$ cat config.mk
export PLATFORM = sky130hd
export DESIGN_NAME = shift_collector8
export DESIGN_NICKNAME = d
export VERILOG_FILES = /design/src/rtl/shift_pkg.sv /design/src/rtl/collect_bit.sv /design/src/rtl/shift_collector8.sv
export SDC_FILE = /design/constraint.sdc
export NUM_CORES = 1
export LEC_CHECK = 0
export CORE_ASPECT_RATIO = 0.5
export CORE_MARGIN = 4
export CORE_UTILIZATION = 25
export CTS_CLUSTER_DIAMETER = 200
export DETAILED_ROUTE_END_ITERATION = 7
export GPL_TIMING_DRIVEN = 0
export PLACE_DENSITY = 0.54
export SLEW_MARGIN = 20
export SYNTH_ARGS = -nofsm -noshare
export SYNTH_HDL_FRONTEND = slang
export SYNTH_SLANG_ARGS = --single-unit
$ cat constraint.sdc
create_clock -name clk -period 2.8 [get_ports clk]
set_clock_uncertainty 0.2 [all_clocks]
set_input_delay 0.56 -clock clk [delete_from_list [all_inputs] [get_ports clk]]
set_output_delay 0.56 -clock clk [all_outputs]
set_load 0.1 [all_outputs]
$ cat src/rtl/shift_pkg.sv
// Shared definitions for the serial shifters in this block family.
// Holds the default word width, the counter width that goes with it and
// the two-state collect FSM encoding. The parallel-load shifter imports
// the same package.
package shift_pkg;

  localparam int WORD_W_DEF = 8;
  localparam int CNT_W      = $clog2(WORD_W_DEF);

  typedef enum logic {
    IDLE    = 1'b0,
    COLLECT = 1'b1
  } state_t;

endpackage

$ cat src/rtl/collect_bit.sv
// One stage of the collect shift register.
// Ports:
//   clk      - rising-edge clock
//   clear    - synchronous clear, wins over shift_en
//   shift_en - load d on this edge
//   d        - neighbour's output (or the serial input for the MSB stage)
//   q        - stored bit
module collect_bit (
  input  logic clk,
  input  logic clear,
  input  logic shift_en,
  input  logic d,
  output logic q
);

  always_ff @(posedge clk) begin
    if (clear) begin
      q <= 1'b0;
    end else if (shift_en) begin
      q <= d;
    end
  end

endmodule

$ cat src/rtl/shift_collector8.sv
// Serial-to-parallel collector: assembles WORD_W serial bits (LSB first)
// into a word and presents it on a single-entry valid/ready output slot.
// Ports:
//   clk, reset      - clock and synchronous active-high reset
//   bit_in          - serial data bit
//   bit_valid       - bit_in is taken on this edge
//   flush           - abort the partial word (wins over bit_valid)
//   clear_overrun   - clear the sticky overrun flag
//   data_ready      - consumer accepts data_out on this edge
//   data_out        - last completed word
//   data_valid      - data_out holds an unconsumed word
//   busy            - partial word held (FSM is in COLLECT)
//   bit_count       - bits collected so far in the current word
//   overrun         - sticky: a completed word was dropped
//
// Output handshake: a word transfers on every edge where data_valid and
// data_ready are both 1. While data_valid=1 and data_ready=0, data_out and
// data_valid hold; a word completing then is dropped and sets overrun.
module shift_collector8
  import shift_pkg::*;
#(
  parameter int WORD_W = WORD_W_DEF
) (
  input  logic                      clk,
  input  logic                      reset,
  input  logic                      bit_in,
  input  logic                      bit_valid,
  input  logic                      flush,
  input  logic                      clear_overrun,
  input  logic                      data_ready,
  output logic [WORD_W-1:0]         data_out,
  output logic                      data_valid,
  output logic                      busy,
  output logic [$clog2(WORD_W)-1:0] bit_count,
  output logic                      overrun
);

  localparam int CW = $clog2(WORD_W);
  localparam logic [CW-1:0] LAST = CW'(WORD_W - 1);

  state_t          state, state_n;
  logic [CW-1:0]   count_n;
  logic [WORD_W-1:0] collect;
  logic [WORD_W-1:0] shift_in;
  logic            accept;
  logic            final_bit;
  logic            slot_free;

  assign accept    = bit_valid & ~flush;
  assign final_bit = accept & (bit_count == LAST);
  // The slot can take a new word if it is empty or being emptied this edge.
  assign slot_free = ~data_valid | data_ready;

  // Right-shift view: bit_in enters the MSB, so the first bit lands at bit 0
  // after WORD_W shifts. This vector is also the completed word on the
  // final bit, since it already includes that bit.
  assign shift_in = {bit_in, collect[WORD_W-1:1]};

  for (genvar i = 0; i < WORD_W; i++) begin : g_collect
    collect_bit u_bit (
      .clk      (clk),
      .clear    (reset | flush),
      .shift_en (accept),
      .d        (shift_in[i]),
      .q        (collect[i])
    );
  end

  // FSM state register
  always_ff @(posedge clk) begin
    if (reset) begin
      state     <= IDLE;
      bit_count <= '0;
    end else begin
      state     <= state_n;
      bit_count <= count_n;
    end
  end

  // FSM next state and counter
  always_comb begin
    state_n = state;
    count_n = bit_count;
    if (flush) begin
      state_n = IDLE;
      count_n = '0;
    end else if (accept) begin
      if (final_bit) begin
        state_n = IDLE;
        count_n = '0;
      end else begin
        state_n = COLLECT;
        count_n = bit_count + 1'b1;
      end
    end
  end

  // busy is the FSM state itself, visible on the port.
  assign busy = (state == COLLECT);

  // Output slot and sticky overrun
  always_ff @(posedge clk) begin
    if (reset) begin
      data_out   <= '0;
      data_valid <= 1'b0;
      overrun    <= 1'b0;
    end else begin
      if (final_bit && slot_free) begin
        data_out   <= shift_in;
        data_valid <= 1'b1;
      end else if (data_valid && data_ready) begin
        data_valid <= 1'b0;
      end

      // A drop on the same edge as clear_overrun leaves the flag set.
      if (final_bit && !slot_free) begin
        overrun <= 1'b1;
      end else if (clear_overrun) begin
        overrun <= 1'b0;
      end
    end
  end

endmodule
# Word level (Yosys, flattened, before mapping)
# Cells that the tools add are included.
[word_totals] reg_bits=21 in_bits=7 output_inout_bits=14
[classes] add_sub_neg=1 n_eq_ne=1 n_mux=6 n_bitwise=6 n_reduce_logical=7
[op_table] operator="1-bit two-way mux" n=5
[op_table] operator="2-bit nonzero test" n=2
[op_table] operator="3-bit by 1-bit adder with 3-bit output (second input constant)" n=1
[op_table] operator="3-bit equality test (second input constant)" n=1
[op_table] operator="1-bit logical AND" n=3
[op_table] operator="3-bit two-way mux" n=1
[op_table] operator="1-bit bitwise AND" n=2
[op_table] operator="1-bit inverter" n=2
[op_table] operator="1-bit OR" n=2
[op_table] operator="2-bit OR reduction" n=1
[op_table] operator="1-bit logical NOT" n=1

# Logic depth before layout (Yosys ltp)
# Gate-level depths: netlist of the first run.
[depth] ltp_word=5 ltp_mapped=5 depth_no_buf=5

# By module
# A second synthesis of the first run with hierarchy kept.
[unflattened] cells_unflattened=85 area_unflattened_um2=877.1
[modules_own_cells] module="shift_collector8" n_inst=1 cells_per_inst=64 area_per_inst_um2=640.6 seq_area_each_um2=280.3
[modules_own_cells] module="collect_bit" n_inst=7 cells_per_inst=3 area_per_inst_um2=33.8 seq_area_each_um2=20.0

# Worst setup path after synthesis of the first run
# No wires, ideal clock.
[synth_path] path_kind="register to register" from="register bit_count[0]" to="register data_out[0]" setup_time_ps=72 arrival_time_ps=2127 path_slack_ps=401 path_stages_with_launch=6 path_buffers=0 synth_period_minus_slack_ps=2399 path_cell_list="dfxtp_1 ha_1 ha_1 nand2_2 nor3_4 mux2i_1"
[synth_via] elab_chain_cells=3
[synth_rtl] item="start, declared" line="shift_collector8.sv:34" text="output logic [$clog2(WORD_W)-1:0] bit_count,"
[synth_rtl] item="start signal, assigned" line="shift_collector8.sv:76" text="bit_count <= count_n;"
[synth_rtl] item="3-bit equality test" line="shift_collector8.sv:50" text="assign final_bit = accept & (bit_count == LAST);"
[synth_rtl] item="1-bit bitwise AND" line="shift_collector8.sv:50"
[synth_rtl] item="1-bit logical AND" line="shift_collector8.sv:108" text="if (final_bit && slot_free) begin"
[synth_rtl] item="end signal, assigned" line="shift_collector8.sv:109" text="data_out <= shift_in;"
[synth_rtl] item="end, declared" line="shift_collector8.sv:31" text="output logic [WORD_W-1:0] data_out,"
# No other way between the ends.
# A chain may end at the register's enable or synchronous reset.

# Final worst setup path of the first run
[layout_path] from="register bit_count[0]" to="output port bit_count[0]"
# No word-level cell between the ends.

==> impl_metrics.ini, run 1 <==
[run_status]
outcome = completed

[clock_network]
ctsRootBufferMaster = clkbuf_8
clock_path_buffers = 2
cts_tree = yes
cts_resized = 0
h-tree-depth = 1
cts_sinks = 21
clock_latency_ns = 0.26
cts_setup_buffers = 0
path_clk_slew_ns = 0.08
numCtsBuffers = 3
hold_buffers = 0

[power]
power.density_nw_per_um2 = 477
leakagePower_nw = 0.409
irDropWorstVdd_mv = 0.175

[run]
max_cap_viol_count = 0

[timing]
rsz0062_at_grt = false
slew_viol_final = 0
max_slew_margin_pct = 35.2
setup_tns_ns = 0
period_share_pct = 90.8
timing.fmax_mhz = 393
worst_pin_slew_ns = 0.969
hold_violations = 0
setup_ws_ns = 0.258
setup_viol = 0
min_period_ns = 2.54

[finish]
nets = 118
num-fill-cells = 324
syn_to_final_growth_pct = 33.3
multiInputGateArea_um2 = 415
regArea_um2 = 420
n_antenna_cell = 0
drive_above_1_share_pct = 6.48

[floorplan]
die_y_um = 49.5
num_rows = 14
die_area_um2 = 4500
io_pins = 21
start_util_pct = 27.4
design.core.area_um2 = 3140
chipWidth_um = 90.9

[synthesis]
synth.distinct_cells = 17
ys_seq_elements = 21
synth_seq_area_share_pct = 48.9
yosysTopAreaCell = dfxtp_1
syn_inst = 85
async_reset_ff_share_pct = 0
ys_top_cells_by_area = dfxtp_1 49%, mux2i_1 19%, nand2b_1 12%
synth_top_cell_area_share_pct = 48.9
yosysWarningCount = 0
syn_avg_cell_area_um2 = 10.1
synth_fp_nets = 94
netlist_area_um2 = 860
synth_edf_count = 0
synth_top_flop_cell = dfxtp_1

[place]
port_buffers = 19
post-place-ws_ns = 0.521
hpwlAfterDp_mm = 1.21
place.gp.congestion = 0.640

[routing]
drt-initial-drc-count = 8
drt-total-wl_mm = 1.65
drcViolationCount = 0
drt_first_pass_iters = 3
wl_per_cell_um = 11.1
viasPerCell = 4.11
vias = 609
ant_nets = 0

[global_route]
grt_pass1_wl_mm = 2.80
use_met1_pct = 9.11
grtUsageMet3_pct = 2.58
grt_pass1_vias = 620
antenna_found_initial = 0
grt-ovfl-total = 0
top_usage_layer = met2
grt_max_degree = 13
globalRouteMet2Util_pct = 14.0
track_usage_pct = 7.97

[worst_setup_path]
critPathTopFamily = buffers and inverters
start_kind = flip-flop
cp.arrival_ns = 1.78
cp-end-kind = primary output
path_cells = clkdlybuf4s50_1
slowest_stage = clkdlybuf4s50_1
crit_required_ns = 2.04
worstSetupPathType = reg -> out
worst-path-max-fanout = 3
rr_worst_depth = 5
crit_cells = 1
worst_path_largest_cell_delay_ns = 1.15
path_buf_inv = 1

[worst_hold_path]
hp-class = reg -> reg
whs_path_depth = 2
-- cell usage after synthesis, types with 2 or more instances --
| cell type | instances |
|---|---|
| dfxtp_1 | 21 |
| a22oi_1 | 2 |
| ha_1 | 2 |
| mux2i_1 | 16 |
| nor2b_1 | 2 |
| clkbuf_1 | 3 |
| nand2b_1 | 17 |
| nor2_1 | 12 |
| inv_1 | 2 |
-- sequential cells by signal, indices dropped and copies added, names as in the netlist --
register           flops
data_out               8
g_collect.u_bit.q      7
bit_count              3
busy                   1
data_valid             1
overrun                1
-- metrics by stage --
step                      hold WS (ns)  util [%]  power (mW)  std cells  cell area, um2
after global routing             0.310      36.6       0.574        148            1150
final                            0.275      36.6       0.547        148            1150
after CTS                        0.278      36.6       0.558        148            1150
after floorplan                  0.251         -       0.339         85             860
after detailed placement         0.262      35.1       0.356        144            1100
after global placement           0.263      35.1       0.356        144            1100
-- layout make-up --
class / instances / share of cell area [%]
Inverter: 2 / 0.655
Timing Repair Buffer: 19 / 16.6
Multi-Input combinational cell: 58 / 36.2
Tap cell: 40 / 4.37
Buffer: 4 / 1.42
Sequential cell: 21 / 36.7
Clock inverter: 1 / 0.437
Clock buffer: 3 / 3.60
-- power breakdown --
group	internal (mW)	switching, mW
combinational	0.0187	0.0270
clock	0.0991	0.0999
sequential	0.301	0.00169
-- layout by cell type (no fill, tap or decap), types with 3 or more instances in the layout --
master	n
clkbuf_1	3
clkdlybuf4s50_1	19
mux2i_1	16
nand2b_1	17
nor2_1	12
clkbuf_8	3
dfxtp_1	21
-- worst paths after layout --
path                start            to  slack (ns)
max          bit_count[0]  bit_count[0]        0.26
min           data_out[1]   data_out[1]        0.27
max reg2reg  bit_count[0]   data_out[6]        0.97
min reg2reg   data_out[1]   data_out[1]        0.27
-- worst reg2reg max path, cell delays in order (launching register included) --
cell	delay, ns
dfxtp_1	0.38
ha_1	0.16
ha_1	0.22
nand2_2	0.10
nor3_4	0.47
mux2i_1	0.24
-- routing by layer --
layer / up-vias / routed length (um)
met5: - / 0
met1: 272 / 846
li1: 327 / -
met2: 8 / 721
met3: 2 / 62
met4: 0 / 19
-- cell families after synthesis --
kind of cell / Yosys count / share of synthesized area, %
AND/OR/NAND/NOR: 35 / 23.1
flip-flops: 21 / 48.9
multiplexers: 16 / 18.6
AO/OA/AOI/OAI: 5 / 3.64
buffers and inverters: 6 / 2.77
adder cells (fa/ha/maj): 2 / 2.91
Power figures use the tool's default switching activity.
==> run 2, diff against run 1 <==
Settings changed: MAX_ROUTING_LAYER set to met4.
==> impl_metrics.ini, run 2 (same netlist as run 1, synthesis figures left out) <==
[worst_setup_path]
path_buf_inv = 1
worstSetupPathType = reg -> out
crit_required_ns = 2.04
critPathTopFamily = buffers and inverters
slowest_stage = clkdlybuf4s50_1
cp-end-kind = primary output
start_kind = flip-flop
worst_path_largest_cell_delay_ns = 1.15
worst-path-max-fanout = 3
path_cells = clkdlybuf4s50_1
cp.arrival_ns = 1.78

[clock_network]
cts_resized = 0
ctsRootBufferMaster = clkbuf_8
clock_latency_ns = 0.26
cts_sinks = 21
cts_setup_buffers = 0
h-tree-depth = 1
path_clk_slew_ns = 0.08
hold_buffers = 0
numCtsBuffers = 3
cts_tree = yes
clock_path_buffers = 2

[power]
clkPwrFrac_pct = 36.4
p_total_mw = 0.547
power.share.switching_pct = 23.5
p_comb_share_pct = 8.4
p_int_mw = 0.418
p_sw_mw = 0.129
p_seq_share_pct = 55.3
leakagePower_nw = 0.409
power.density_nw_per_um2 = 477
irDropWorstVdd_mv = 0.175

[floorplan]
num_rows = 14
chipWidth_um = 90.9
design.core.area_um2 = 3140
io_pins = 21
die_area_um2 = 4500
die_y_um = 49.5
start_util_pct = 27.4

[timing]
period_share_pct = 90.8
setup_ws_ns = 0.258
setup_tns_ns = 0
timing.fmax_mhz = 393
min_period_ns = 2.54
slew_viol_final = 0
setup_viol = 0
hold_violations = 0
max_slew_margin_pct = 35.2
rsz0062_at_grt = false
worst_pin_slew_ns = 0.969
worst_hold_slack_ns = 0.275

[finish]
fin_cells = 148
regArea_um2 = 420
final_area_um2 = 1150
regMostFlops = data_out
final_cell_mix = 21 x dfxtp_1, 19 x clkdlybuf4s50_1, 17 x nand2b_1
drive_above_1_share_pct = 6.48
largest_register_ffs = 8
num-fill-cells = 324
n_antenna_cell = 0
utilization_pct = 36.6
layout_commonest_cell = dfxtp_1
syn_to_final_growth_pct = 33.3
nets = 118
largestRegisters = data_out (8), g_collect.u_bit.q (7), bit_count (3)
multiInputGateArea_um2 = 415

[global_route]
grt-ovfl-total = 0
antenna_found_initial = 0
grt_pass1_wl_mm = 2.80
track_usage_pct = 8.19
grt_pass1_vias = 621
grt_max_degree = 13

[routing]
wl_per_cell_um = 11.1
routed.top_layer = met3
viasPerCell = 4.13
met3_length_um = 62
drt_first_pass_iters = 3
wl_met1_um = 845
drcViolationCount = 0
drt-total-wl_mm = 1.65
ant_nets = 0
vias = 611
drt-initial-drc-count = 8
wl_met2_um = 739

[worst_hold_path]
hp-class = reg -> reg

[place]
post-place-ws_ns = 0.521
dp_cells = 144
place.gp.congestion = 0.645
dpl_cell_area_um2 = 1100
port_buffers = 19
hpwlAfterDp_mm = 1.21

[run]
max_cap_viol_count = 0

[run_status]
outcome = completed
-- run 2: cell counts in the layout (fill, tap and decap cells not counted) --
Identical to the previous run, type by type.
-- run 2: layer usage --
metal	up-vias	global-route usage (%)
li1	328	-
met1	273	9.11
met2	10	14.0
met3	0	2.58
met4	0	3.00
met5	-	-
-- run 2: final timing paths --
path / start / end / slack [ns] / depth (start not counted)
min reg2reg: data_out[1] / data_out[1] / 0.27 / 2
max: bit_count[0] / bit_count[0] / 0.26 / 1
max reg2reg: bit_count[0] / data_out[6] / 0.97 / 5
min: data_out[1] / data_out[1] / 0.27 / 2
-- run 2: area by class of cell --
type                       count  area share [%]
buffer                         4            1.42
clock buffer                   3            3.60
clock inverter                 1           0.437
inverter                       2           0.655
multi-input combinational     58            36.2
sequential                    21            36.7
tap                           40            4.37
timing repair buffer          19            16.6
-- run 2: worst min-delay path, delay by kind of cell, from the launching register on --
kind             cells  cell delay (ns)
multiplexers         1             0.06
AND/OR/NAND/NOR      1             0.06
flip-flops           1             0.31
-- run 2: power groups by stage --
stage | Clock (mW) | Combinational, mW | Sequential (mW)
after floorplan | 0 | 0.0187 | 0.320
after global placement | 0 | 0.0463 | 0.309
after detailed placement | 0 | 0.0466 | 0.309
after CTS | 0.209 | 0.0469 | 0.302
after global routing | 0.222 | 0.0495 | 0.303
final | 0.199 | 0.0457 | 0.302
==> run 3, diff against run 2 <==
Settings changed: ABC_CLOCK_PERIOD_IN_PS set to 2800.
==> results of run 3 <==
Final layout, timing and power as in run 2 (identical DEF).
